[config.mk]
export PLATFORM = sky130hd
export DESIGN_NAME = cc_tag_lookup
export DESIGN_NICKNAME = d
export VERILOG_FILES = /design/src/rtl/cc_tag_lookup.sv
export SDC_FILE = /design/constraint.sdc
export NUM_CORES = 1
export LEC_CHECK = 0
export CORE_AREA = 3 3 137 139
export DETAILED_ROUTE_END_ITERATION = 6
export DIE_AREA = 0 0 140 142
export GPL_TIMING_DRIVEN = 0
export HOLD_SLACK_MARGIN = 0.06
export PLACE_DENSITY = 0.78
export SYNTH_ARGS = -nofsm -noshare
export SYNTH_HDL_FRONTEND = slang
export SYNTH_SLANG_ARGS = --single-unit
[constraint.sdc]
create_clock -name clk -period 2.7 [get_ports clk]
set_input_delay 0.405 -clock clk [delete_from_list [all_inputs] [get_ports clk]]
set_output_delay 0.405 -clock clk [all_outputs]
set_load 0.02 [all_outputs]
[src/rtl/cc_tag_lookup.sv]
// Tag-lookup stage of the cache controller.
// Each accepted read request is looked up in the tag array. It is then routed
// either to the hit path (hit-flag FIFO push plus data-array read) or to the
// miss path (miss-address and miss-request FIFO pushes). This stage also owns
// the tag-array write port used by line fills.
//
// Pipeline:
//   S0 (T)   : tag SRAM read issued combinationally from the decoded index.
//   S1 (T+1) : SRAM data returns. Colliding fills are forwarded. Hit is resolved.
//   S2 (T+2) : all FIFO pushes, the data read and the counters come from registers.
//
// Push semantics: there is no ready/backpressure anywhere in this block. A
// *_wren_o pulse is a single-cycle push that the consumer must accept. Upstream
// gating on FIFO almost-full guarantees room for the two in-flight lookups.
module cc_tag_lookup #(
  parameter int TAG_W = 17,
  parameter int IDX_W = 9,
  parameter int OFS_W = 6
) (
  input  logic                         clk,
  input  logic                         rst_n,
  // request from the read-address decoder
  input  logic                         hs_pulse_i,
  input  logic [TAG_W-1:0]             tag_i,
  input  logic [IDX_W-1:0]             index_i,
  input  logic [OFS_W-1:0]             offset_i,
  // tag SRAM read port
  output logic                         tag_rden_o,
  output logic [IDX_W-1:0]             tag_raddr_o,
  input  logic [TAG_W:0]               tag_rdata_i,
  // line fill and tag SRAM write port
  input  logic                         fill_wren_i,
  input  logic [IDX_W-1:0]             fill_index_i,
  input  logic [TAG_W-1:0]             fill_tag_i,
  output logic                         tag_wren_o,
  output logic [IDX_W-1:0]             tag_waddr_o,
  output logic [TAG_W:0]               tag_wdata_o,
  // hit path
  output logic                         hit_flag_fifo_wren_o,
  output logic [OFS_W:0]               hit_flag_fifo_wdata_o,
  output logic                         data_rden_o,
  output logic [IDX_W-1:0]             data_raddr_o,
  // miss path
  output logic                         miss_addr_fifo_wren_o,
  output logic [TAG_W+IDX_W+OFS_W-1:0] miss_addr_fifo_wdata_o,
  output logic                         miss_req_fifo_wren_o,
  output logic [TAG_W+IDX_W-1:0]       miss_req_fifo_wdata_o,
  // statistics
  output logic [31:0]                  hit_cnt_o,
  output logic [31:0]                  miss_cnt_o
);

  // S1 request registers
  logic             s1_vld;
  logic [TAG_W-1:0] s1_tag;
  logic [IDX_W-1:0] s1_index;
  logic [OFS_W-1:0] s1_offset;

  // Fill seen in the previous cycle. The SRAM returns old data when a write
  // and a read hit the same address together, so this register covers that case.
  logic             fq_vld;
  logic [IDX_W-1:0] fq_index;
  logic [TAG_W-1:0] fq_tag;

  // S1 effective entry and lookup result
  logic             entry_vld;
  logic [TAG_W-1:0] entry_tag;
  logic             s1_hit;
  logic             s1_miss;

  // S0: the SRAM read and the fill write are plain pass-throughs.
  always_comb begin
    tag_rden_o  = hs_pulse_i;
    tag_raddr_o = index_i;
    tag_wren_o  = fill_wren_i;
    tag_waddr_o = fill_index_i;
    tag_wdata_o = {1'b1, fill_tag_i};
  end

  // S0 -> S1: capture the request and the current fill.
  always_ff @(posedge clk or negedge rst_n) begin
    if (!rst_n) begin
      s1_vld    <= 1'b0;
      s1_tag    <= '0;
      s1_index  <= '0;
      s1_offset <= '0;
      fq_vld    <= 1'b0;
      fq_index  <= '0;
      fq_tag    <= '0;
    end else begin
      s1_vld    <= hs_pulse_i;
      s1_tag    <= tag_i;
      s1_index  <= index_i;
      s1_offset <= offset_i;
      fq_vld    <= fill_wren_i;
      fq_index  <= fill_index_i;
      fq_tag    <= fill_tag_i;
    end
  end

  // S1: pick the newest tag for s1_index (same-cycle fill, then last-cycle fill, then SRAM) and compare.
  always_comb begin
    entry_vld = tag_rdata_i[TAG_W];
    entry_tag = tag_rdata_i[TAG_W-1:0];
    if (fill_wren_i && (fill_index_i == s1_index)) begin
      entry_vld = 1'b1;
      entry_tag = fill_tag_i;
    end else if (fq_vld && (fq_index == s1_index)) begin
      entry_vld = 1'b1;
      entry_tag = fq_tag;
    end
    s1_hit  = s1_vld & entry_vld & (entry_tag == s1_tag);
    s1_miss = s1_vld & ~s1_hit;
  end

  // S1 -> S2: register every push, the data read and the statistics.
  always_ff @(posedge clk or negedge rst_n) begin
    if (!rst_n) begin
      hit_flag_fifo_wren_o   <= 1'b0;
      hit_flag_fifo_wdata_o  <= '0;
      data_rden_o            <= 1'b0;
      data_raddr_o           <= '0;
      miss_addr_fifo_wren_o  <= 1'b0;
      miss_addr_fifo_wdata_o <= '0;
      miss_req_fifo_wren_o   <= 1'b0;
      miss_req_fifo_wdata_o  <= '0;
      hit_cnt_o              <= '0;
      miss_cnt_o             <= '0;
    end else begin
      hit_flag_fifo_wren_o   <= s1_vld;
      hit_flag_fifo_wdata_o  <= {s1_hit, s1_offset};
      data_rden_o            <= s1_hit;
      data_raddr_o           <= s1_index;
      miss_addr_fifo_wren_o  <= s1_miss;
      miss_addr_fifo_wdata_o <= {s1_tag, s1_index, s1_offset};
      miss_req_fifo_wren_o   <= s1_miss;
      miss_req_fifo_wdata_o  <= {s1_tag, s1_index};
      if (s1_hit) begin
        hit_cnt_o <= hit_cnt_o + 32'd1;
      end
      if (s1_miss) begin
        miss_cnt_o <= miss_cnt_o + 32'd1;
      end
    end
  end

endmodule

# After elaboration in Yosys (flattened, before gate mapping)
# Index checks and enable logic that the tools add are counted.
# W data, S select, Z words.
dict set report word_totals {
  reg_bits 201
  input_bits 80
  out_inout_bits 180
  wordCells 31
}
dict set report classes {
  n_addsub 2
  n_eq_ne 3
  muxes 4
  bitwise 4
  n_reduce_logical 2
}
# op count
set op_table {}
lappend op_table {{$add A32 B1 Y32 const B} 2}
lappend op_table {{$mux W17} 2}
lappend op_table {{$eq A9 B9 Y1} 2}
lappend op_table {{$eq A17 B17 Y1} 1}
lappend op_table {{$and A1 B1 Y1} 3}
lappend op_table {{$logic_and A1 B1 Y1} 2}
lappend op_table {{$mux W1} 2}
lappend op_table {{$not A1 Y1} 1}

# Depth between registers and ports, before layout
dict set report depth {
  ltp_word 8
  depth_mapped 14
  ltp_nobuf 10
}

# Least setup slack after synthesis
# Ideal clock, no wire load.
dict set report synth_path {
  path_type {register to register}
  start {register s1_index[7]}
  end {register miss_cnt_o[1]}
  setup_time_ps 125
  arrival_time_ps 2909
  path_slack_ps -334
  stages_incl_launch_ff 14
  synth_period_minus_slack_ps 3034
  cell_sequence {dfrtp_1 xnor2_1 nand4_2 or3_1 buf_6 buf_6 a31oi_1 xnor2_1 nand4_1 nor4b_1 and4_1 buf_6 nand2b_1 mux2_2}
}
dict set report synth_via {
  elab_chain_len 8
  word_cells_on_any_way 13
}
# item line_no
set synth_rtl {}
lappend synth_rtl {{start, declared} 56} ;# logic [IDX_W-1:0] s1_index;
lappend synth_rtl {{start signal, assigned} 93} ;# s1_index <= index_i;
lappend synth_rtl {{$eq A9 B9 Y1} 108} ;# end else if (fq_vld && (fq_index == s1_index)) begin
lappend synth_rtl {{$logic_and A1 B1 Y1} 108}
lappend synth_rtl {{$mux W17 or $mux W1 (tied branches)} 108}
lappend synth_rtl {{$mux W17 or $mux W1 (tied branches)} 105} ;# if (fill_wren_i && (fill_index_i == s1_index)) begin
lappend synth_rtl {{$eq A17 B17 Y1 or $and A1 B1 Y1 (tied branches)} 112} ;# s1_hit = s1_vld & entry_vld & (entry_tag == s1_tag);
lappend synth_rtl {{$and A1 B1 Y1 *} 112}
lappend synth_rtl {{$not A1 Y1 *} 113} ;# s1_miss = s1_vld & ~s1_hit;
lappend synth_rtl {{$and A1 B1 Y1 *} 113}
lappend synth_rtl {{end signal, assigned} 142} ;# miss_cnt_o <= miss_cnt_o + 32'd1;
lappend synth_rtl {{end, declared} 50} ;# output logic [31:0] miss_cnt_o
# Mark *: on every way between the ends. The rest lies on a longest branch, timed or not.
# A chain may end at the register's enable or synchronous reset.

# Worst setup path in the final report
dict set report layout_path {
  start {input fill_index_i[4]}
  end {register miss_cnt_o[1]}
}
dict set report layout_via {
  elab_chain_len 7
  word_cells_on_any_way 9
}
# item line_no
set layout_rtl {}
lappend layout_rtl {{start, declared} 33} ;# input logic [IDX_W-1:0] fill_index_i,
lappend layout_rtl {{$eq A9 B9 Y1 *} 105}
lappend layout_rtl {{$logic_and A1 B1 Y1 *} 105}
lappend layout_rtl {{$mux W17 or $mux W1 (tied branches)} 105}
lappend layout_rtl {{$eq A17 B17 Y1 or $and A1 B1 Y1 (tied branches)} 112}
lappend layout_rtl {{$and A1 B1 Y1 *} 112}
lappend layout_rtl {{$not A1 Y1 *} 113}
lappend layout_rtl {{$and A1 B1 Y1 *} 113}
# Marked as above.

==> out/metrics.cfg <==
[grt]
overflow=0
grt_max_degree=109
grt_pass1_vias=5911
antenna_found_initial=0
grt_usage_pct=20.6
grt_pass1_wl_um=32200
gr-usage-met1_pct=27.5
grt_util_met2_pct=34.6
grt_util_met3_pct=4.10
top_usage_layer=met2

[critical_path]
critPathArrivalTime_ps=3570
r2r_cells=12
setup.worst_path.start_class=input port
endpoint_kind=register
crit_slowest_cell=clkdlybuf4s50_1
cp_max_fo=9
crit_chain=clkdlybuf4s50_1 -> xnor2_2 -> nand4_2 -> or3_4 -> buf_12 -> a31oi_4 -> xnor2_2 -> nand4_1 -> nor4b_2 -> and4_4 -> buf_12 -> nand2b_4 -> mux2_4
slowest_delay_ps=580
crit_required_ps=3000
crit_type=in -> reg

[finish]
area_growth_syn_to_layout_pct=65.0
diodes=0
layout.nets=1023
stdcell_area_um2=11900
stdcell_count=1183
regArea_um2=3990
fin_util_pct=67.2
multiInputGateArea_um2=3120
fillers=1337
layout-drive-gt1-share_pct=28.6

[floorplan]
top_level_ports=260
dieArea_um2=19900
coreArea_um2=17800
die_h_um=142
die_x_um=140
start_util_pct=40.7
rows=49

[min_path]
hp-class=in -> reg
hold_depth=1

[drt]
totalWireLength_um=21300
first_pass_iters=5
detail-route-antenna-nets=0
drcViolationCount=0
routedWlPerCell_um=18.0
vias=5862
drt-initial-drc-count=350
viasPerCell=4.96

[sta]
grt_setup_unrepaired=true
worst_slew_pin_slew_ps=907
setup_viol=66
fmax_ghz=0.306
fin_crit_ps=3260
min_period_over_period_pct=121
maxSlewViolCount=0
holdWs_ps=339
relSlewSlack_pct=39.5
hold_viol_final=0
worst_slack_ps=-563
finalClockSkew_ps=7.28

[yosys]
synthFlopType=dfrtp_1
syn_avg_cell_area_um2=11.6
ys_warn_count=0
syn_nets=706
synth-edff-count=0
seq_area_frac_synth_pct=55.0
netlist-cell-type-count=58
synth_area_um2=7240
postSynthCellCount=624
ys_ff_latch=159
async_flop_share_pct=100

[cts]
cts_tree=built
cts-root-buf=clkbuf_16
insertion_delay_ps=420
clkSlewWorstSetupHoldPaths_ps=60
htreeDepth=4
cts_buffer_depth=2
cts_made_buffers=17
cts.sinks=159

[status]
violations=setup timing
status=finished, violations left

[placement]
post-dp-hpwl_um=14900
place_inst=1112
port_buffers=258
placed_cell_area_um2=10500
gp_congestion=0.841

[power_and_ir_drop]
ir_drop_uv=436
p_leak_nw=4.95
p_per_area_nw_per_um2=522

[flow_run]
cap_violations=0

cell usage in the layout (no fill, tap or decap), types with 6 or more instances in the layout:
cell,count
a31oi_4,6
dfrtp_1,154
buf_4,111
nor3_4,8
xnor2_2,23
xor2_1,27
and3_1,13
xnor2_1,38
nand3_2,8
nand2_1,24
nor3_2,8
o21ai_0,6
clkbuf_16,19
inv_1,20
buf_12,8
nand3_1,19
clkbuf_1,10
nor2_1,15
clkdlybuf4s50_1,252
nor3_1,6
nand4_1,38
mux2i_1,9
cell usage after synthesis (6+ instances only):
| cell | number | share of area, % |
|---|---|---|
| dfrtp_1 | 159 | 55 |
| buf_4 | 82 | 8.5 |
| o21ai_0 | 7 | 0.48 |
| nand4_1 | 38 | 3.3 |
| o31ai_1 | 6 | 0.62 |
| inv_1 | 21 | 1.1 |
| mux2i_1 | 10 | 1.4 |
| nor3_1 | 19 | 1.3 |
| xnor2_1 | 63 | 7.6 |
| nand2_1 | 31 | 1.6 |
| and3_1 | 14 | 1.2 |
| nor2_1 | 15 | 0.78 |
| buf_6 | 8 | 1.2 |
| xor2_1 | 28 | 3.4 |
| nand3_1 | 30 | 2.1 |
| clkbuf_1 | 6 | 0.31 |
| nor4_1 | 9 | 0.78 |
per-layer routing:
layer | vias to the layer above | part of all wire, %
li1 | 2736 | -
met1 | 2890 | 43
met2 | 211 | 51
met3 | 25 | 4.8
met4 | 0 | 1.5
met5 | - | 0
registers in the layout, indices dropped and copies added (netlist names):
signal,flops
fq_index,9
hit_flag_fifo_wren_o,1
s1_vld,1
miss_cnt_o,32
s1_tag,17
miss_req_fifo_wren_o,1
fq_tag,17
data_rden_o,1
fq_vld,1
s1_index,9
s1_offset,6
miss_addr_fifo_wdata_o,7
miss_req_fifo_wdata_o,25
hit_cnt_o,32
what timing repair did:
item,4_1_cts,5_1_grt
cloned,3,3
gates resized for setup,46,60
pin swaps,25,37
hold endpoints to repair,51,0
setup endpoints to repair,66,66
hold buffers,1,0
setup buffers,16,19
final timing paths:
path	from	endpoint	slack (ps)
hold reg to reg	s1_offset[4]	miss_addr_fifo_wdata_o[4]	350
setup / recovery	fill_index_i[4]	miss_cnt_o[1]	-560
max in group asynchronous	rst_n	s1_index[5]	1330
min in group asynchronous	rst_n	hit_cnt_o[27]	460
hold / removal	fill_index_i[6]	fq_index[6]	340
setup reg to reg	s1_index[1]	miss_cnt_o[1]	-560
cell type report:
type | instances | share of cell area, %
sequential | 159 | 33.4
multi-input combinational | 342 | 26.1
timing repair buffer | 300 | 25.4
buffer | 100 | 6.99
clock buffer | 22 | 3.72
tap | 229 | 2.40
clock inverter | 10 | 1.36
inverter | 21 | 0.660
per-stage QoR:
step	total power, mW	setup TNS, ps	setup slack, ps
floorplan	3.14	-7170	-199
global placement	3.67	-916390	-5820
detailed placement	3.69	-82760	-1440
CTS	6.25	-32680	-576
global route	6.50	-38770	-674
finish	6.24	-31810	-563
cell families after synthesis:
| group | share of synthesized area (%) |
|---|---|
| simple gates | 16.0 |
| flops | 55.0 |
| buf+inv | 11.7 |
| xor+xnor | 11.0 |
| compound gates | 4.29 |
| mux | 1.69 |
| fa+ha+maj | 0.346 |
| other cells | 0.0518 |
power breakdown:
part / internal, mW / switching [mW]
clock: 1.55 / 0.942
combinational: 0.592 / 0.510
sequential: 2.51 / 0.141
critical path, delay by kind of cell:
| family | cells | cell delay [ps] |
|---|---|---|
| and+or+nand+nor | 6 | 1490 |
| buffers and inverters | 3 | 900 |
| muxes | 1 | 300 |
| xor gates and xnor gates | 2 | 290 |
| AOI/OAI and AO/OA | 1 | 160 |
Note: power is estimated with default switching activity, not from simulation.
